### src/rtl/fprint_collector_pkg.sv
// Shared widths, core count and reset-task FSM encoding for the fingerprint collector.
// Latency: n/a (declarations only).
// Backpressure: n/a.
package fprint_collector_pkg;

    localparam int DEF_CRC_WIDTH    = 32;
    localparam int DEF_KEY_SIZE     = 16;
    localparam int DEF_KEY_WIDTH    = 4;
    localparam int FPRINT_NUM_CORES = 3;

    // Reset-task handshake states; encodings are shared with the comparator side.
    typedef enum logic [1:0] {
        ST_IDLE     = 2'd0,
        ST_CLEAR    = 2'd1,
        ST_ACK      = 2'd2,
        ST_WAIT_LOW = 2'd3
    } rst_fsm_t;

endpackage

### src/rtl/fprint_slot_bank.sv
// CRC slot array (task x core) with present bits, write/drop decision and registered readout.
// Latency: write visible in present 1 cycle after strobe; readout 1 cycle after task select.
// Backpressure: none; writes that cannot be stored are dropped and flagged on o_drop.
module fprint_slot_bank
    import fprint_collector_pkg::*;
#(
    parameter int CRC_WIDTH = DEF_CRC_WIDTH,
    parameter int KEY_SIZE  = DEF_KEY_SIZE,
    parameter int KEY_WIDTH = DEF_KEY_WIDTH
) (
    input  logic                                        clk,
    input  logic                                        reset_n,
    input  logic                                        i_wr_vld,
    input  logic [1:0]                                  i_wr_core,
    input  logic [KEY_WIDTH-1:0]                        i_wr_task,
    input  logic [CRC_WIDTH-1:0]                        i_wr_dat,
    input  logic [KEY_WIDTH-1:0]                        i_rd_task,
    input  logic                                        i_clr_vld,
    output logic [KEY_SIZE-1:0][FPRINT_NUM_CORES-1:0]   o_present,
    output logic [CRC_WIDTH-1:0]                        o_fp0,
    output logic [CRC_WIDTH-1:0]                        o_fp1,
    output logic [CRC_WIDTH-1:0]                        o_fp2,
    output logic                                        o_drop
);

    logic [KEY_SIZE-1:0][FPRINT_NUM_CORES-1:0] r_present;
    logic [CRC_WIDTH-1:0] r_slot [KEY_SIZE][FPRINT_NUM_CORES];
    logic [CRC_WIDTH-1:0] r_fp0, r_fp1, r_fp2;
    logic w_dup;
    logic w_core_ok;
    logic w_clr_hit;
    logic w_accept;

    // Duplicate report: the addressed slot already holds this iteration's CRC.
    always_comb begin
        w_dup = 1'b0;
        for (int c = 0; c < FPRINT_NUM_CORES; c++) begin
            if (i_wr_core == c[1:0] && r_present[i_wr_task][c]) begin
                w_dup = 1'b1;
            end
        end
    end

    assign w_core_ok = (i_wr_core < 2'(FPRINT_NUM_CORES));
    // A write racing the clear of the same task loses; it would otherwise be wiped anyway.
    assign w_clr_hit = i_clr_vld && (i_wr_task == i_rd_task);
    assign o_drop    = i_wr_vld && (!w_core_ok || w_dup || w_clr_hit);
    assign w_accept  = i_wr_vld && !o_drop;

    // Present bits: task clear has priority, otherwise an accepted write marks its slot.
    always_ff @(posedge clk or negedge reset_n) begin
        if (!reset_n) begin
            r_present <= '0;
        end else begin
            for (int t = 0; t < KEY_SIZE; t++) begin
                for (int c = 0; c < FPRINT_NUM_CORES; c++) begin
                    if (i_clr_vld && i_rd_task == KEY_WIDTH'(t)) begin
                        r_present[t][c] <= 1'b0;
                    end else if (w_accept && i_wr_task == KEY_WIDTH'(t) && i_wr_core == c[1:0]) begin
                        r_present[t][c] <= 1'b1;
                    end
                end
            end
        end
    end

    // CRC storage; contents are only meaningful while the matching present bit is set.
    always_ff @(posedge clk) begin
        for (int t = 0; t < KEY_SIZE; t++) begin
            for (int c = 0; c < FPRINT_NUM_CORES; c++) begin
                if (w_accept && i_wr_task == KEY_WIDTH'(t) && i_wr_core == c[1:0]) begin
                    r_slot[t][c] <= i_wr_dat;
                end
            end
        end
    end

    // Registered readout of the comparator's locked task.
    always_ff @(posedge clk or negedge reset_n) begin
        if (!reset_n) begin
            r_fp0 <= '0;
            r_fp1 <= '0;
            r_fp2 <= '0;
        end else begin
            r_fp0 <= r_slot[i_rd_task][0];
            r_fp1 <= r_slot[i_rd_task][1];
            r_fp2 <= r_slot[i_rd_task][2];
        end
    end

    assign o_present = r_present;
    assign o_fp0     = r_fp0;
    assign o_fp1     = r_fp1;
    assign o_fp2     = r_fp2;

endmodule

### src/rtl/fprint_collector.sv
// Collects per-core CRC fingerprints per task, raises checkin, serves/clears the locked task.
// Latency: checkin 1 cycle after final write; readout 1 cycle; reset-task request to ack 2 cycles.
// Backpressure: none; dropped writes set sticky overrun (FPRINT_OVERRUN_COUNT_EN adds a drop counter).
module fprint_collector
    import fprint_collector_pkg::*;
#(
    parameter int CRC_WIDTH = DEF_CRC_WIDTH,
    parameter int KEY_SIZE  = DEF_KEY_SIZE,
    parameter int KEY_WIDTH = DEF_KEY_WIDTH
) (
    input  logic                 clk,
    input  logic                 reset_n,
    input  logic                 comparator_nmr,
    input  logic                 fprint_write,
    input  logic [1:0]           fprint_core_id,
    input  logic [KEY_WIDTH-1:0] fprint_task_id,
    input  logic [CRC_WIDTH-1:0] fprint_data,
    input  logic [KEY_WIDTH-1:0] comparator_task_id,
    output logic [CRC_WIDTH-1:0] fprint_0,
    output logic [CRC_WIDTH-1:0] fprint_1,
    output logic [CRC_WIDTH-1:0] fprint_2,
    output logic [KEY_SIZE-1:0]  fprint_checkin,
    input  logic                 fprint_reset_task,
    output logic                 fprint_reset_task_ack,
    output logic                 overrun,
    input  logic                 overrun_clear
`ifdef FPRINT_OVERRUN_COUNT_EN
    ,
    output logic [7:0]           overrun_count
`endif
);

    rst_fsm_t r_state;
    rst_fsm_t w_state_nxt;
    logic     w_clr;
    logic     w_ack;
    logic     w_drop;
    logic     r_overrun;
    logic [KEY_SIZE-1:0][FPRINT_NUM_CORES-1:0] w_present;

    fprint_slot_bank #(
        .CRC_WIDTH (CRC_WIDTH),
        .KEY_SIZE  (KEY_SIZE),
        .KEY_WIDTH (KEY_WIDTH)
    ) u_bank (
        .clk       (clk),
        .reset_n   (reset_n),
        .i_wr_vld  (fprint_write),
        .i_wr_core (fprint_core_id),
        .i_wr_task (fprint_task_id),
        .i_wr_dat  (fprint_data),
        .i_rd_task (comparator_task_id),
        .i_clr_vld (w_clr),
        .o_present (w_present),
        .o_fp0     (fprint_0),
        .o_fp1     (fprint_1),
        .o_fp2     (fprint_2),
        .o_drop    (w_drop)
    );

    // Reset-task FSM state register.
    always_ff @(posedge clk or negedge reset_n) begin
        if (!reset_n) begin
            r_state <= ST_IDLE;
        end else begin
            r_state <= w_state_nxt;
        end
    end

    // Next state: one clear and one ack per request; WAIT_LOW absorbs a lingering request level.
    always_comb begin
        w_state_nxt = r_state;
        case (r_state)
            ST_IDLE:     if (fprint_reset_task) w_state_nxt = ST_CLEAR;
            ST_CLEAR:    w_state_nxt = ST_ACK;
            ST_ACK:      w_state_nxt = ST_WAIT_LOW;
            ST_WAIT_LOW: if (!fprint_reset_task) w_state_nxt = ST_IDLE;
            default:     w_state_nxt = ST_IDLE;
        endcase
    end

    // FSM outputs decoded from the current state.
    always_comb begin
        w_clr = (r_state == ST_CLEAR);
        w_ack = (r_state == ST_ACK);
    end

    assign fprint_reset_task_ack = w_ack;

    // Checkin: all required cores present; core 2 only gates in triple-modular mode.
    always_comb begin
        fprint_checkin = '0;
        for (int t = 0; t < KEY_SIZE; t++) begin
            fprint_checkin[t] = w_present[t][0] & w_present[t][1] & (w_present[t][2] | ~comparator_nmr);
        end
    end

    // Sticky overrun; a new drop beats a simultaneous clear.
    always_ff @(posedge clk or negedge reset_n) begin
        if (!reset_n) begin
            r_overrun <= 1'b0;
        end else if (w_drop) begin
            r_overrun <= 1'b1;
        end else if (overrun_clear) begin
            r_overrun <= 1'b0;
        end
    end

    assign overrun = r_overrun;

`ifdef FPRINT_OVERRUN_COUNT_EN
    logic [7:0] r_ovr_cnt;

    // Saturating drop counter; a drop coinciding with clear restarts the count at 1.
    always_ff @(posedge clk or negedge reset_n) begin
        if (!reset_n) begin
            r_ovr_cnt <= '0;
        end else if (overrun_clear) begin
            r_ovr_cnt <= {7'd0, w_drop};
        end else if (w_drop && r_ovr_cnt != 8'hFF) begin
            r_ovr_cnt <= r_ovr_cnt + 8'd1;
        end
    end

    assign overrun_count = r_ovr_cnt;
`endif

endmodule
### config.mk
export PLATFORM = sky130hd
export DESIGN_NAME = fprint_collector
export DESIGN_NICKNAME = d
export VERILOG_FILES = /design/src/rtl/fprint_collector_pkg.sv /design/src/rtl/fprint_slot_bank.sv /design/src/rtl/fprint_collector.sv
export SDC_FILE = /design/constraint.sdc
export NUM_CORES = 2
export LEC_CHECK = 0
export BUFFER_PORTS_ARGS = -buffer_cell sky130_fd_sc_hd__buf_4
export CAP_MARGIN = 15
export CORE_MARGIN = 5
export CORE_UTILIZATION = 51
export DETAILED_ROUTE_END_ITERATION = 10
export PLACE_DENSITY = 0.67
export SETUP_SLACK_MARGIN = 0.3
export SYNTH_ARGS = -nofsm -noshare
export SYNTH_HDL_FRONTEND = slang
export SYNTH_SLANG_ARGS = --single-unit
### constraint.sdc
create_clock -name clk -period 14 [get_ports clk]
set_clock_uncertainty 0.2 [all_clocks]
set_input_delay 2.8 -clock clk [delete_from_list [all_inputs] [get_ports clk]]
set_output_delay 2.8 -clock clk [all_outputs]
set_load 0.1 [all_outputs]
==> flow_metrics.tcl <==
set metrics [dict create \
    n_fill_cell 8681 \
    grt_util_all_layers 0.237 \
    reg2reg_depth 7 \
    drv_slew 0 \
    hold_slack_ns 0.315 \
    clk_latency_ns 0.78 \
    clk_pin_slew_ns 0.07 \
    postLayoutCoreUtil 0.584 \
    grtUsageMet1 0.336 \
    ys_ff_latch 1683 \
    route.antenna.remaining_nets 0 \
    multi_input_area_um2 13000 \
    crit_path_end_kind "primary output" \
    core_region_area_um2 123000 \
    grt_max_degree 142 \
    cpPeakStageDelay_ns 0.34 \
    drt_wl_total_um 154000 \
    cts_tree "yes" \
    drv_cap 0 \
    vias_per_cell 6.32 \
    wl_per_cell_um 32.9 \
    finalSetupViolations 0 \
    rrSetupSlack_ns 9.99 \
    postCtsSetupRepairBufs 0 \
    regArea_um2 49800 \
    sequentialPowerShare 0.522 \
    crit_path_end "fprint_checkin[14]" \
    rsz0062_at_grt "false" \
    first_iter_violations 3982 \
    fin_crit_ns 6.60 \
    max_freq_mhz 151 \
    worst_slack_ns 7.40 \
    ctsResizeCount 0 \
    die_area_um2 131000 \
    use_met2 0.386 \
    ys_seq_area_frac 0.789 \
    port_buffers 161 \
    slowest_stage "buf_4" \
    swShare 0.233 \
    gp_congestion 0.922 \
    root_buffer "clkbuf_16" \
    ys.flop_type "edfxtp_1" \
    cp-startpoint "comparator_nmr" \
    clock_sinks 1683 \
    synth_fp_nets 2702 \
    antenna_found_initial 6 \
    crit_path_frequent_cell "buf_4" \
    hpwl_um 81400 \
    start_kind "primary input" \
    start_util 0.512 \
    finalPower_uw 10800 \
    firstDrtPassIters 6 \
    dpl_worst_slack_ns 6.65 \
    reg2reg_to "u_bank.r_slot[0][5]" \
    postCtsHoldBufs 0 \
    grt_util_met3 0.0451 \
    synth_area_um2 63100 \
    max_slew_margin 0.251 \
    min_path_type "reg -> reg" \
    die_y_um 362 \
    vdd_drop_max_uv 108 \
    synthArstFlopShare 0.0873 \
    synth_edf_count 1536 \
    p_comb_frac 0.081 \
    grt_pass1_vias 30700 \
    syn_avg_cell_area_um2 23.8 \
    hold_viol_final 0 \
    syn_inst 2649 \
    crit_type "in -> out" \
    worst_r2r_startpoint "u_bank.o_present[35]" \
    cts_buffers 167 \
    fin_tns_setup_ns 0 \
    layout.nets 2965 \
    drive_above_1_share 0.335 \
    cts_max_level 4 \
    top_usage_layer "met2" \
    status "completed" \
    grt_pass1_wl_um 222000 \
    power_switching_uw 2520 \
    yosysUniqueCellTypes 43 \
    die_w_um 362 \
    ys_warn_count 0 \
    drt_drc_violations_left 0 \
    syn_to_final_growth_pct 14.1 \
    grt.overflow.total 0 \
    path_cells "buf_4 -> a21oi_1 -> buf_4" \
    required_ns 11.00 \
    internal_power_uw 8310 \
    p_leak_uw 0.0231 \
    rows 129 \
    vias 29600 \
    clkPwrFrac 0.397 \
    cp_max_fo 16 \
    power.density_nw_per_um2 150 \
    num_io_pins 162 \
    cp.arrival_ns 3.60 \
    fin_crit_sh 0.472 \
    clockBufferDepth 3 \
    tightest_slew_ns 1.12 \
]
[flip-flops by register name (all words and copies together) (netlist names)]
name / count
overrun: 1
r_state: 2
u_bank.o_fp0: 32
u_bank.o_fp1: 32
u_bank.o_fp2: 32
u_bank.o_present: 48
u_bank.r_slot: 1536
[per-layer routing]
metal  part of all wire  up-vias  wire length (µm)
met1               0.40    16100             61100
met5                  0        -                 0
li1                   -    11800                 -
met2               0.50     1526             76600
met3              0.081      258             12400
met4              0.027        0              4220
[area by class of cell]
type,count,area share
sequential,1683,0.691
timing repair buffer,233,0.0249
clock buffer,241,0.0665
multi-input combinational,808,0.181
inverter,19,0.000990
tap,1637,0.0284
antenna,2,0.0000695
clock inverter,71,0.00729
[worst max-delay path: cells and delay by family]
kind,cells,cell delay [ns]
buffers and inverters,2,0.53
AOI/OAI and AO/OA,1,0.25
[cells in the final DEF (no fill, tap or decap), types with 29 or more instances in the layout]
cell	netlist	final
clkinv_2	0	29
o21ai_0	33	33
nand3_1	34	34
edfxtp_1	1536	1536
dfrtp_1	147	147
mux4_2	489	489
nand2_1	97	96
clkbuf_1	92	46
buf_4	1	227
clkbuf_16	0	172
[cells in the mapped netlist, drive strengths merged, types with 6 or more instances]
library cell  count  area [µm²]
nand2            97         364
dfrtp           147        3680
nor3             25         130
edfxtp         1536       46100
o21ai            33         165
mux4            490       11000
a21oi            16        80.1
o31ai            15         113
nand3            34         170
clkbuf           92         345
inv              19        71.3
buf              47         225
nor2             32         120
nor2b             6        37.5
[power by group through the flow]
| stage | registers (µW) | clock network [µW] | logic [µW] |
|---|---|---|---|
| floorplan | 5940 | 0 | 373 |
| global route | 5650 | 4600 | 925 |
| CTS | 5650 | 4390 | 887 |
| global placement | 5750 | 0 | 867 |
| detailed placement | 5750 | 0 | 884 |
| finish | 5650 | 4300 | 879 |
[cell families after synthesis]
logic type,count (synthesis),synth area share
compound gates,76,0.00713
xor+xnor,4,0.000555
fa+ha+maj,5,0.000991
buf+inv,158,0.0102
flops,1683,0.789
mux,496,0.176
simple gates,227,0.0166
[per-stage QoR]
step	instance area, µm²	cells
2_1_floorplan	63100	2649
3_3_place_gp	66700	4380
3_5_place_dp	66700	4380
4_1_cts	72000	4692
5_1_grt	72000	4692
6_report	72000	4694
[worst min path at each step]
stage                                    start              endpoint  slack, ns  cells after the start
after detailed placement  u_bank.o_present[28]  u_bank.o_present[28]       0.30                      2
after CTS                 u_bank.o_present[21]  u_bank.o_present[21]       0.31                      2
after global routing      u_bank.o_present[45]  u_bank.o_present[45]       0.35                      2
final                     u_bank.o_present[21]  u_bank.o_present[21]       0.32                      2
after global placement    u_bank.o_present[28]  u_bank.o_present[28]       0.29                      2
after floorplan           u_bank.o_present[27]  u_bank.o_present[27]       0.26                      2
No activity file was read; power rests on OpenSTA's default activity.
